### src/rtl/orb_pkg.sv
// Shared types and constants for the orbital telemetry frame reader.
package orb_pkg;

    typedef enum logic [1:0] {
        IDLE  = 2'd0,
        FETCH = 2'd1,
        LOAD  = 2'd2,
        SHIFT = 2'd3
    } orb_state_e;

    localparam int ORB_WORD_W    = 12;
    localparam int ORB_ADDR_W    = 11;
    localparam int ORB_FRAME_LEN = 2048;

endpackage

### src/rtl/orb_sync_edge.sv
// Two-flop synchroniser for an asynchronous level, with any-edge detection.
module orb_sync_edge (
    input  logic i_clk,
    input  logic i_rst_n,
    input  logic i_async,
    output logic o_level,
    output logic o_edge
);

    logic r_meta;
    logic r_sync;
    logic r_prev;

    always_ff @(posedge i_clk or negedge i_rst_n) begin
        if (!i_rst_n) begin
            r_meta <= 1'b0;
            r_sync <= 1'b0;
            r_prev <= 1'b0;
        end else begin
            r_meta <= i_async;
            r_sync <= r_meta;
            r_prev <= r_sync;
        end
    end

    assign o_level = r_sync;
    assign o_edge  = r_sync ^ r_prev;

endmodule

### src/rtl/orb_frame_reader.sv
// Reads telemetry words from RAM and serialises them MSB-first with word/frame strobes.
// Optional build macro ORB_PARITY_EN appends an odd-parity bit to every word.
module orb_frame_reader
    import orb_pkg::*;
#(
    parameter int FRAME_LEN = ORB_FRAME_LEN,
    parameter int WORD_W    = ORB_WORD_W,
    parameter int BIT_DIV   = 8
) (
    input  logic                  clk,
    input  logic                  rst,
    input  logic                  iEn,
    input  logic                  SW,
    input  logic [WORD_W-1:0]     RdData,
    output logic                  RdEn,
    output logic [ORB_ADDR_W-1:0] RdAddr,
    output logic                  oBit,
    output logic                  oWordStrb,
    output logic                  oFrameSync,
    output logic                  oRestart,
    output logic                  oBusy
);

`ifdef ORB_PARITY_EN
    localparam int NBITS = WORD_W + 1;
`else
    localparam int NBITS = WORD_W;
`endif
    localparam int DIV_W = $clog2(BIT_DIV);
    localparam int IDX_W = $clog2(NBITS);
    localparam logic [DIV_W-1:0]      DIV_LAST  = DIV_W'(BIT_DIV - 1);
    localparam logic [IDX_W-1:0]      IDX_LAST  = IDX_W'(NBITS - 1);
    localparam logic [ORB_ADDR_W-1:0] ADDR_LAST = ORB_ADDR_W'(FRAME_LEN - 1);

    function automatic logic [NBITS-1:0] form_word(input logic [WORD_W-1:0] d);
`ifdef ORB_PARITY_EN
        return {d, ~^d};
`else
        return d;
`endif
    endfunction

    orb_state_e             r_state, w_state_nxt;
    logic                   w_en, w_en_edge_unused, w_sw_level_unused, w_sw_edge;
    logic                   w_bit_end, w_word_end, w_prefetch, w_start, w_strb_now;
    logic [ORB_ADDR_W-1:0]  w_next_addr, r_addr;
    logic [DIV_W-1:0]       r_div;
    logic [IDX_W-1:0]       r_idx;
    logic [NBITS-1:0]       r_shreg, r_hold;
    logic                   r_rden, r_rd_pend, r_more, r_next_fs, r_cur_fs, r_rst_pend;
    logic                   r_obit, r_wstrb, r_fsync, r_restart, r_busy;

    orb_sync_edge u_sync_en (
        .i_clk   (clk),
        .i_rst_n (rst),
        .i_async (iEn),
        .o_level (w_en),
        .o_edge  (w_en_edge_unused)
    );

    orb_sync_edge u_sync_sw (
        .i_clk   (clk),
        .i_rst_n (rst),
        .i_async (SW),
        .o_level (w_sw_level_unused),
        .o_edge  (w_sw_edge)
    );

    // Prefetch sits on the first clk of the last bit so RdData lands in r_hold before the boundary.
    always_comb begin
        w_bit_end   = (r_state == SHIFT) && (r_div == DIV_LAST);
        w_word_end  = w_bit_end && (r_idx == IDX_LAST);
        w_prefetch  = (r_state == SHIFT) && (r_div == '0) && (r_idx == IDX_LAST) && w_en;
        w_start     = (r_state == IDLE) && w_en;
        w_strb_now  = (r_state == SHIFT) && (r_div == '0) && (r_idx == '0);
        w_next_addr = r_addr + 1'b1;
        if (r_rst_pend || w_sw_edge || (r_addr == ADDR_LAST)) begin
            w_next_addr = '0;
        end
        w_state_nxt = r_state;
        case (r_state)
            IDLE:    if (w_en) w_state_nxt = FETCH;
            FETCH:   w_state_nxt = LOAD;
            LOAD:    w_state_nxt = SHIFT;
            SHIFT:   if (w_word_end && !r_more) w_state_nxt = IDLE;
            default: w_state_nxt = IDLE;
        endcase
    end

    always_ff @(posedge clk or negedge rst) begin
        if (!rst) begin
            r_state <= IDLE;
        end else begin
            r_state <= w_state_nxt;
        end
    end

    always_ff @(posedge clk or negedge rst) begin
        if (!rst) begin
            r_rden     <= 1'b0;
            r_rd_pend  <= 1'b0;
            r_addr     <= '0;
            r_div      <= '0;
            r_idx      <= '0;
            r_more     <= 1'b0;
            r_next_fs  <= 1'b0;
            r_cur_fs   <= 1'b0;
            r_rst_pend <= 1'b0;
            r_obit     <= 1'b0;
            r_wstrb    <= 1'b0;
            r_fsync    <= 1'b0;
            r_restart  <= 1'b0;
            r_busy     <= 1'b0;
        end else begin
            r_rden    <= 1'b0;
            r_rd_pend <= r_rden;
            r_restart <= w_sw_edge;
            if (w_sw_edge) r_rst_pend <= 1'b1;
            if (r_rd_pend) r_hold <= form_word(RdData);
            if (w_start) begin
                r_rden     <= 1'b1;
                r_addr     <= '0;
                r_rst_pend <= 1'b0;
            end
            if (w_prefetch) begin
                r_rden     <= 1'b1;
                r_addr     <= w_next_addr;
                r_more     <= 1'b1;
                r_next_fs  <= (w_next_addr == '0);
                r_rst_pend <= 1'b0;
            end
            if (r_state == LOAD) begin
                r_shreg  <= form_word(RdData);
                r_div    <= '0;
                r_idx    <= '0;
                r_cur_fs <= 1'b1;
            end else if (r_state == SHIFT) begin
                if (w_word_end) begin
                    r_shreg  <= r_hold;
                    r_div    <= '0;
                    r_idx    <= '0;
                    r_more   <= 1'b0;
                    r_cur_fs <= r_next_fs;
                end else if (w_bit_end) begin
                    r_shreg <= r_shreg << 1;
                    r_div   <= '0;
                    r_idx   <= r_idx + 1'b1;
                end else begin
                    r_div <= r_div + 1'b1;
                end
            end
            // Output stage: serial outputs lag the shift core by one clk.
            r_obit  <= (r_state == SHIFT) & r_shreg[NBITS-1];
            r_wstrb <= w_strb_now;
            r_fsync <= w_strb_now & r_cur_fs;
            r_busy  <= (r_state != IDLE) || (w_state_nxt != IDLE);
        end
    end

    assign RdEn       = r_rden;
    assign RdAddr     = r_addr;
    assign oBit       = r_obit;
    assign oWordStrb  = r_wstrb;
    assign oFrameSync = r_fsync;
    assign oRestart   = r_restart;
    assign oBusy      = r_busy;

endmodule

### config.mk
export PLATFORM = sky130hd
export DESIGN_NAME = orb_frame_reader
export DESIGN_NICKNAME = d
export VERILOG_FILES = /design/src/rtl/orb_pkg.sv /design/src/rtl/orb_sync_edge.sv /design/src/rtl/orb_frame_reader.sv
export SDC_FILE = /design/constraint.sdc
export NUM_CORES = 1
export LEC_CHECK = 0
export ABC_AREA = 0
export CORE_MARGIN = 1
export CORE_UTILIZATION = 55
export DETAILED_ROUTE_END_ITERATION = 8
export PLACE_DENSITY = 0.89
export SETUP_SLACK_MARGIN = 0.02
export SLEW_MARGIN = 40
export SYNTH_ARGS = -nofsm -noshare
export SYNTH_HDL_FRONTEND = slang
export SYNTH_SLANG_ARGS = --single-unit
### constraint.sdc
create_clock -name clk -period 2.2 [get_ports clk]
set_clock_uncertainty 0.05 [all_clocks]
set_input_delay 0.33 -clock clk [delete_from_list [all_inputs] [get_ports clk]]
set_output_delay 0.33 -clock clk [all_outputs]
set_load 0.02 [all_outputs]
==> flow_summary.json, run 1 <==
{
  "fin_util": 0.714,
  "crit_slowest_cell": "dfrtp_1",
  "syn_inst": 229,
  "drc": 0,
  "core_area_um2": 4720,
  "p_leak_nw": 1.34,
  "ys_seq_area_frac": 0.601,
  "hpwl_um": 3620,
  "dpl-instance-area_um2": 3120,
  "status": "completed",
  "worstHoldEndpoint": "u_sync_en.o_level$_DFF_PN0_",
  "pwr_density_cell_nw_per_um2": 884,
  "tightest_slew_ns": 0.586,
  "setup_viol": 0,
  "crit_chain": "ha_1 -> ha_2 -> and2_1 -> and3_1 -> buf_12 -> mux2i_1 -> o21ai_1",
  "cts_htree_levels": 3,
  "setup-tns-final_ns": 0,
  "grt_pass1_vias": 1926,
  "antenna_found_initial": 0,
  "area_growth_pct": 24.9,
  "min_period_over_period": 0.934,
  "fin_area_um2": 3370,
  "cts_tree": "built",
  "crit_buf_inv": 1,
  "whs_ns": 0.296,
  "root_buffer": "clkbuf_8",
  "grt_usage": 0.234,
  "firstDrtPassIters": 4,
  "synth.net_count": 251,
  "vias_per_cell": 5.54,
  "worstHoldPathCells": 0,
  "diodes": 0,
  "swShare": 0.253,
  "fin_crit_ns": 2.06,
  "die-height_um": 72.1,
  "combPwrFrac": 0.148,
  "r2r_cells": 7,
  "rsz0062_at_grt": "no",
  "power.switching_mw": 0.754,
  "crit_fanout": 16,
  "drt_iter0_drc": 135,
  "internal_power_mw": 2.23,
  "nets": 295,
  "start_util": 0.571,
  "hold_path.class": "reg2reg",
  "post-cts-setup-buffers": 0,
  "critical_path_arrival_ns": 2.10,
  "start_kind": "register",
  "drtAntennaViolNets": 0,
  "vias": 1910,
  "port_buffers": 32,
  "path_class": "reg2reg",
  "ios": 33,
  "synth_edf_count": 24,
  "syn_area_per_cell_um2": 11.8,
  "gp_congestion": 0.875,
  "grt_overflow": 0,
  "end_kind": "register",
  "fmax_mhz": 487,
  "seqPwrFrac": 0.454,
  "reg2reg_slack_ns": 0.14,
  "pwr-share-clk": 0.398,
  "routed_wl_um": 5400,
  "clk_path_buf_depth": 2,
  "core.rowCount": 25,
  "ys_async_sr_fraction": 0.600,
  "maxSlewViolCount": 0,
  "die_area_um2": 5190,
  "ir_drop_mv": 0.521,
  "chipWidth_um": 72.1,
  "drive_gt1_frac": 0.126,
  "r2r_start": "r_div[1]$_DFFE_PN0P_",
  "synth.distinct_cells": 46,
  "wl_per_cell_um": 15.7,
  "clk_pin_slew_ns": 0.07,
  "finalHoldViolations": 0,
  "numCtsBuffers": 9,
  "stdcell_count": 345,
  "hold_start": "u_sync_en.r_meta$_DFF_PN0_",
  "max_cap_viol_count": 0,
  "r2r-end": "r_shreg[5]$_DFFE_PP_",
  "critPathTopFamily": "simple AND/OR/NAND/NOR gates",
  "crit_path_max_incr_delay_ns": 0.39,
  "yosysWarnings": 0,
  "synthesis.area_um2": 2700,
  "grt_pass1_wl_um": 8830,
  "cts_sinks": 60,
  "slew_headroom": 0.609,
  "grt_max_degree": 25,
  "placedCellCount": 328,
  "synth-seq-cells": 60,
  "cp.required_ns": 2.24,
  "clk_latency_ns": 0.34,
  "synth-main-ff-cell": "dfrtp_1"
}
-- area by class of cell --
class	count	area, µm²
inverter	8	30.0
sequential	60	1620
multi-input combinational	153	1000
tap	67	83.8
clock buffer	9	124
fill	336	1350
timing repair buffer	41	398
clock inverter	7	115
-- cell usage in the layout, fill, tap and decap left out, drive strengths merged, types with 2 or more instances in the layout --
cell	instances
nand2	28
or3	6
clkbuf	9
nand4	4
and2	5
nor3	2
clkdlybuf4s50	31
a22o	5
nand2b	2
nor2	14
buf	9
o21ai	33
nand3	3
edfxtp	24
a21oi	2
o21a	2
xor2	2
o31ai	2
a21o	3
o2bb2ai	2
and3	6
and4b	2
o211ai	2
clkinv	4
mux2i	11
bufinv	3
dfrtp	36
ha	6
inv	8
-- synthesized netlist by cell type (3+ instances only) --
master,number,area share
dfrtp_1,36,0.33
ha_1,6,0.028
and2_1,5,0.012
clkbuf_1,3,0.0042
nor2_1,13,0.018
nand4_1,4,0.0093
edfxtp_1,24,0.27
o21ai_1,10,0.019
and3_1,6,0.014
inv_1,8,0.011
or3_1,5,0.012
a21o_1,3,0.0083
mux2i_1,11,0.041
nand2_1,28,0.039
a22o_1,5,0.016
o21ai_0,23,0.043
-- kinds of logic (layout without fill, tap and decap cells) --
kind of cell | after synthesis | in the layout | share of synthesized area
compound gates | 54 | 54 | 0.126
xor+xnor | 3 | 3 | 0.00974
fa+ha+maj | 6 | 6 | 0.0278
buf+inv | 16 | 65 | 0.0301
flops | 60 | 60 | 0.601
mux | 11 | 11 | 0.0408
simple gates | 79 | 79 | 0.165
-- per-stage QoR --
stage | total power [mW] | setup WS [ns]
detailed placement | 1.80 | 0.160
CTS | 2.99 | 0.115
global route | 3.09 | 0.0536
finish | 2.98 | 0.145
floorplan | 1.62 | 0.236
global placement | 1.75 | 0.220
-- power groups by stage --
| stage | combinational (mW) | sequential (mW) | clock (mW) |
|---|---|---|---|
| after global routing | 0.483 | 1.36 | 1.24 |
| final | 0.441 | 1.35 | 1.19 |
| after CTS | 0.436 | 1.35 | 1.20 |
| after global placement | 0.386 | 1.36 | 0 |
| after detailed placement | 0.428 | 1.37 | 0 |
| after floorplan | 0.252 | 1.37 | 0 |
-- worst max-delay path by stage --
| stage | startpoint | cells after the start | end |
|---|---|---|---|
| finish | r_div[1]$_DFFE_PN0P_ | 7 | r_shreg[5]$_DFFE_PP_ |
| global placement | r_div[0]$_DFFE_PN0P_ | 7 | r_shreg[4]$_DFFE_PP_ |
| detailed placement | r_div[1]$_DFFE_PN0P_ | 7 | r_shreg[5]$_DFFE_PP_ |
| floorplan | r_div[0]$_DFFE_PN0P_ | 7 | r_shreg[0]$_DFFE_PP_ |
| CTS | r_div[1]$_DFFE_PN0P_ | 7 | r_shreg[5]$_DFFE_PP_ |
| global route | r_div[1]$_DFFE_PN0P_ | 7 | r_shreg[2]$_DFFE_PP_ |
-- flip-flops by register name (all words and copies together), names as in the netlist, 2 cells and up --
signal and flops:
RdAddr 11, r_hold 12, r_state 2, r_idx 4, r_div 3, r_shreg 12
-- per-layer routing --
metal,vias to the layer above,GRT usage,share of wire
met2,57,0.372,0.49
met1,920,0.287,0.44
met5,-,0,0
met4,0,0.150,0.029
met3,15,0.0597,0.045
li1,918,-,-
-- what timing repair did --
action | in CTS | in global routing
endpoints found under the setup margin | 0 | 4
hold buffers | 1 | 0
resized for setup | 0 | 2
hold endpoints to repair | 7 | 0
Power figures use the tool's default switching activity.
==> run 2: changes to the inputs <==
--- a/config.mk
+++ b/config.mk
@@ -5,7 +5,7 @@
 export SDC_FILE = /design/constraint.sdc
 export NUM_CORES = 1
 export LEC_CHECK = 0
-export ABC_AREA = 0
+export ABC_AREA = 1
 export CORE_MARGIN = 1
 export CORE_UTILIZATION = 55
 export DETAILED_ROUTE_END_ITERATION = 8
==> run 2 against run 1 <==
Effect of this change:
- synthesized cell count increased by 22%
- first-iteration DRC count increased by 100%
- global-route usage increased by 3.2 points
- final area about the same
- setup slack improved by 0.15 ns
- critical path type unchanged
- largest cell class unchanged
==> flow_summary.json, run 2 <==
{
  "finalHoldViolations": 0,
  "fin_util": 0.709,
  "maxSlewViolCount": 0,
  "clk_path_buf_depth": 2,
  "rsz0062_at_grt": "no",
  "core_area_um2": 4750,
  "chipWidth_um": 72.7,
  "syn_area_per_cell_um2": 9.85,
  "synth.distinct_cells": 31,
  "diodes": 0,
  "area_growth_pct": 22.6,
  "hold_path.class": "reg2reg",
  "final_common_cell": "nand2_1",
  "stdcell_count": 394,
  "core.rowCount": 25,
  "die_area_um2": 5280,
  "setup_viol": 0,
  "drtAntennaViolNets": 0,
  "cp.required_ns": 2.24,
  "min_period_over_period": 0.867,
  "clk_latency_ns": 0.35,
  "r2r_start": "r_div[1]$_DFFE_PN0P_",
  "wl_per_cell_um": 15.6,
  "max_cap_viol_count": 0,
  "firstDrtPassIters": 5,
  "placedCellCount": 377,
  "crit_path_start": "r_div[1]$_DFFE_PN0P_",
  "nFillCells": 345,
  "holdBufCountCts": 1,
  "root_buffer": "clkbuf_8",
  "antenna_found_initial": 0,
  "yosysTopAreaCell": "dfrtp_1",
  "slew_headroom": 0.667,
  "nets": 344,
  "synth.net_count": 301,
  "grt_pass1_wl_um": 10200,
  "hold_start": "u_sync_sw.r_meta$_DFF_PN0_",
  "synthMostInstantiatedCell": "nand2_1",
  "ios": 33,
  "critical_path_arrival_ns": 1.95,
  "grt_max_degree": 27,
  "cts_resized": 0,
  "yosysTopAreaCellShare": 0.328,
  "ys_async_sr_fraction": 0.600,
  "synthTopCellsByCount": "55 x nand2_1, 36 x dfrtp_1, 28 x a21oi_1, 28 x inv_1, 27 x nor2_1",
  "hpwl_um": 4050,
  "port_buffers": 32,
  "pwr_density_cell_nw_per_um2": 845,
  "ir_drop_mv": 0.608,
  "p_total_mw": 2.85,
  "status": "completed",
  "synth-seq-cells": 60,
  "vias_per_cell": 5.54,
  "path_class": "reg2reg",
  "fmax_mhz": 524,
  "yosysWarnings": 0,
  "crit_fanout": 16,
  "end_kind": "register",
  "tightest_slew_ns": 0.499,
  "die-height_um": 72.7,
  "drt_iter0_drc": 273,
  "synthTopCellsByArea": "dfrtp_1 33%, edfxtp_1 26%, nand2_1 7.5%, a21oi_1 5.1%, inv_1 3.8%",
  "drive_gt1_frac": 0.141,
  "gp_congestion": 0.888,
  "vias": 2184,
  "setup-tns-final_ns": 0,
  "routed_wl_um": 6140,
  "whs_ns": 0.308,
  "numCtsBuffers": 9,
  "cts_htree_levels": 3,
  "start_kind": "register",
  "grt_pass1_vias": 2197,
  "syn_inst": 279,
  "cts_tree": "built",
  "start_util": 0.578,
  "ys_seq_area_frac": 0.590,
  "cts_sinks": 60,
  "p_leak_nw": 1.43,
  "synth_edf_count": 24,
  "drc": 0,
  "grt_overflow": 0,
  "final_cell_mix": "55 x nand2_1, 36 x dfrtp_1, 31 x clkdlybuf4s50_1",
  "synth-main-ff-cell": "dfrtp_1",
  "fin_crit_ns": 1.91,
  "post-cts-setup-buffers": 0,
  "clk_pin_slew_ns": 0.07,
  "synthesis.area_um2": 2750,
  "grt_usage": 0.266
}
[run 2: changes by cell type in the layout (fill, tap and decap cells not counted), moves of 14 or more]
cell	change
nand2_1	+27
o21ai_0	-16
nand3_1	+16
a21oi_1	+28
nor2_1	+14
inv_1	+20
[run 2: logic make-up after synthesis]
kind of cell,count (synthesis),synth area share
fa+ha+maj,6,0.0273
xor+xnor,4,0.0127
simple gates,121,0.212
buf+inv,39,0.0596
flops,60,0.590
compound gates,49,0.0983
[run 2: area by class of cell]
type / instances / area [µm²] / share of cell area
Sequential cell: 60 / 1620 / 0.481
Multi-Input combinational cell: 180 / 963 / 0.286
Timing Repair Buffer: 37 / 355 / 0.105
Inverter: 34 / 131 / 0.0390
Clock buffer: 9 / 124 / 0.0368
Clock inverter: 7 / 90.1 / 0.0267
Tap cell: 67 / 83.8 / 0.0249
[run 2: worst max-delay path, cell delays in order (launching register included)]
cell and delay [ns]:
dfrtp_1 0.37, ha_1 0.16, ha_1 0.24, nand2_2 0.10
nor2_4 0.33, inv_2 0.20, nand2_1 0.12, a21oi_1 0.09
[run 2: where the power goes]
part | internal, mW | leakage, nW | switching, mW
clock network | 0.633 | 0.107 | 0.460
registers | 1.28 | 0.669 | 0.0592
logic | 0.169 | 0.657 | 0.250
[run 2: routing by layer]
metal | routed length, µm | part of all wire | GRT usage | vias to the layer above
li1 | - | - | - | 1014
met1 | 2510 | 0.41 | 0.338 | 1042
met2 | 3020 | 0.49 | 0.431 | 111
met3 | 468 | 0.076 | 0.0677 | 17
met4 | 149 | 0.024 | 0.122 | 0
met5 | 0 | 0 | 0 | -
[run 2: path summary, 6_finish.rpt]
path                                          endpoint  slack (ns)  depth (start not counted)
max                              r_shreg[10]$_DFFE_PP_        0.29                          7
max in group asynchronous        r_next_fs$_DFFE_PN0P_        1.28                          3
min                        u_sync_sw.o_level$_DFF_PN0_        0.31                          0
min in group asynchronous        RdAddr[3]$_DFFE_PN0N_        0.49                          3
min reg2reg                u_sync_sw.o_level$_DFF_PN0_        0.31                          0
max reg2reg                      r_shreg[10]$_DFFE_PP_        0.29                          7
[run 2: stage by stage]
step / setup WS (ns) / area [µm²]
2_1_floorplan: 0.341 / 2750
3_3_place_gp: 0.440 / 3150
3_5_place_dp: 0.304 / 3150
4_1_cts: 0.300 / 3370
5_1_grt: 0.183 / 3370
6_report: 0.293 / 3370
==> run 3: changes to the inputs <==
--- a/config.mk
+++ b/config.mk
@@ -9,8 +9,9 @@
 export CORE_MARGIN = 1
 export CORE_UTILIZATION = 55
 export DETAILED_ROUTE_END_ITERATION = 8
-export PLACE_DENSITY = 0.89
+export PLACE_DENSITY_LB_ADDON = 0.25
 export SETUP_SLACK_MARGIN = 0.02
+export SKIP_LAST_GASP = 1
 export SLEW_MARGIN = 40
 export SYNTH_ARGS = -nofsm -noshare
 export SYNTH_HDL_FRONTEND = slang
==> run 3 against run 2 <==
Effect of this change:
- critical endpoint is now RdAddr[2]
- setup slack improved by 0.030 ns
- highest routed layer unchanged
- critical path type is now reg2out
- maximum frequency increased by 1.6%
- first-iteration DRC count decreased by 58%
- die area unchanged
==> flow_summary.json, run 3 (same netlist as run 2, synthesis figures left out) <==
{
  "diodes": 0,
  "hold_path.class": "reg2reg",
  "area_growth_pct": 22.5,
  "register_area_um2": 1620,
  "fin_crit_ns": 1.88,
  "port_buffers": 32,
  "gp_congestion": 0.895,
  "cts_sinks": 60,
  "min_period_over_period": 0.853,
  "nFillCells": 381,
  "grt_pass1_wl_um": 9440,
  "chipWidth_um": 72.7,
  "cts_htree_levels": 3,
  "routed_wl_um": 5600,
  "vias_per_cell": 5.32,
  "setup_viol": 0,
  "vias": 2103,
  "finalHoldViolations": 0,
  "die-height_um": 72.7,
  "start_kind": "register",
  "grt_overflow": 0,
  "cp.required_ns": 1.82,
  "drtAntennaViolNets": 0,
  "tightest_slew_ns": 0.526,
  "drt_iter0_drc": 116,
  "antenna_found_initial": 0,
  "final_common_cell": "nand2_1",
  "multi_input_area_um2": 963,
  "crit_slowest_cell": "clkdlybuf4s50_1",
  "cts_resized": 0,
  "grt_max_degree": 28,
  "numCtsBuffers": 9,
  "crit_buf_inv": 1,
  "clk_path_buf_depth": 2,
  "critical_path_arrival_ns": 1.50,
  "critPathTopFamily": "buffers and inverters",
  "grt_pass1_vias": 2020,
  "status": "completed",
  "post-cts-setup-buffers": 0,
  "core_area_um2": 4750,
  "crit_fanout": 7,
  "rsz0062_at_grt": "no",
  "setup-tns-final_ns": 0,
  "wl_per_cell_um": 14.2,
  "crit_chain": "clkdlybuf4s50_1",
  "final_cell_mix": "55 x nand2_1, 36 x dfrtp_1, 31 x clkdlybuf4s50_1",
  "hpwl_um": 3860,
  "ios": 33,
  "p_leak_nw": 1.43,
  "crit_path_max_incr_delay_ns": 0.66,
  "die_area_um2": 5280,
  "whs_ns": 0.300,
  "pwr_density_cell_nw_per_um2": 811,
  "end_kind": "output port",
  "drive_gt1_frac": 0.140,
  "core.rowCount": 25,
  "max_cap_viol_count": 0,
  "drc": 0,
  "clk_pin_slew_ns": 0.06,
  "ir_drop_mv": 0.421,
  "cts_tree": "built",
  "fmax_mhz": 533,
  "firstDrtPassIters": 6,
  "maxSlewViolCount": 0,
  "path_class": "reg2out",
  "slew_headroom": 0.649,
  "nets": 345,
  "root_buffer": "clkbuf_8",
  "start_util": 0.578,
  "clk_latency_ns": 0.34,
  "reg2reg_slack_ns": 0.45,
  "grt_usage": 0.244
}
## run 3: changes by cell type in the layout (fill, tap and decap cells not counted)
cell / delta
clkinvlp_4: +1
inv_6: -1
buf_4: +1
clkbuf_8: +2
clkbuf_1: +1
clkinv_2: -2
bufinv_16: -1
## run 3: what timing repair did
| action | 4_1_cts | 5_1_grt |
|---|---|---|
| hold endpoints to repair | 9 | 0 |
| endpoints found under the setup margin | 0 | 0 |
| hold buffers | 1 | 0 |
## run 3: metrics by stage
stage / utilization / power [mW] / worst slack (ns) / cell area, µm² / std cells
finish: 0.708 / 2.73 / 0.323 / 3370 / 395
global route: 0.708 / 2.87 / 0.292 / 3370 / 395
global placement: 0.663 / 1.73 / 0.554 / 3150 / 378
CTS: 0.708 / 2.76 / 0.313 / 3370 / 395
detailed placement: 0.663 / 1.76 / 0.489 / 3150 / 378
floorplan: - / 1.61 / 0.341 / 2750 / 279
## run 3: path summary, 6_finish.rpt
kind / start / to / cells past startpoint
setup / recovery: RdAddr[2]$_DFFE_PN0N_ / RdAddr[2] / 1
hold / removal: u_sync_sw.r_meta$_DFF_PN0_ / u_sync_sw.o_level$_DFF_PN0_ / 0
setup reg to reg: r_idx[0]$_DFFE_PN0P_ / r_shreg[3]$_DFFE_PP_ / 6
hold reg to reg: u_sync_sw.r_meta$_DFF_PN0_ / u_sync_sw.o_level$_DFF_PN0_ / 0
max in group asynchronous: rst / RdAddr[0]$_DFFE_PN0N_ / 3
min in group asynchronous: rst / r_idx[0]$_DFFE_PN0P_ / 2
## run 3: final cells by class
class                           count  area share
Clock buffer                       12      0.0461
Tap cell                           67      0.0249
Sequential cell                    60       0.482
Multi-Input combinational cell    180       0.286
Clock inverter                      4      0.0145
Timing Repair Buffer               38       0.108
Inverter                           34      0.0390
## run 3: per-layer routing
layer,GRT usage,vias up,wire [µm]
li1,-,1023,-
met1,0.339,979,2600
met4,0.144,0,152
met3,0.0691,16,390
met2,0.342,85,2460
met5,0,-,0
## run 3: power by group
part           total [mW]  leakage, nW  internal [mW]  switching (mW)
Clock                1.00       0.0963          0.581           0.421
Combinational       0.394        0.662          0.164           0.230
Sequential           1.34        0.669           1.28          0.0588
Total                2.73         1.43           2.02           0.710
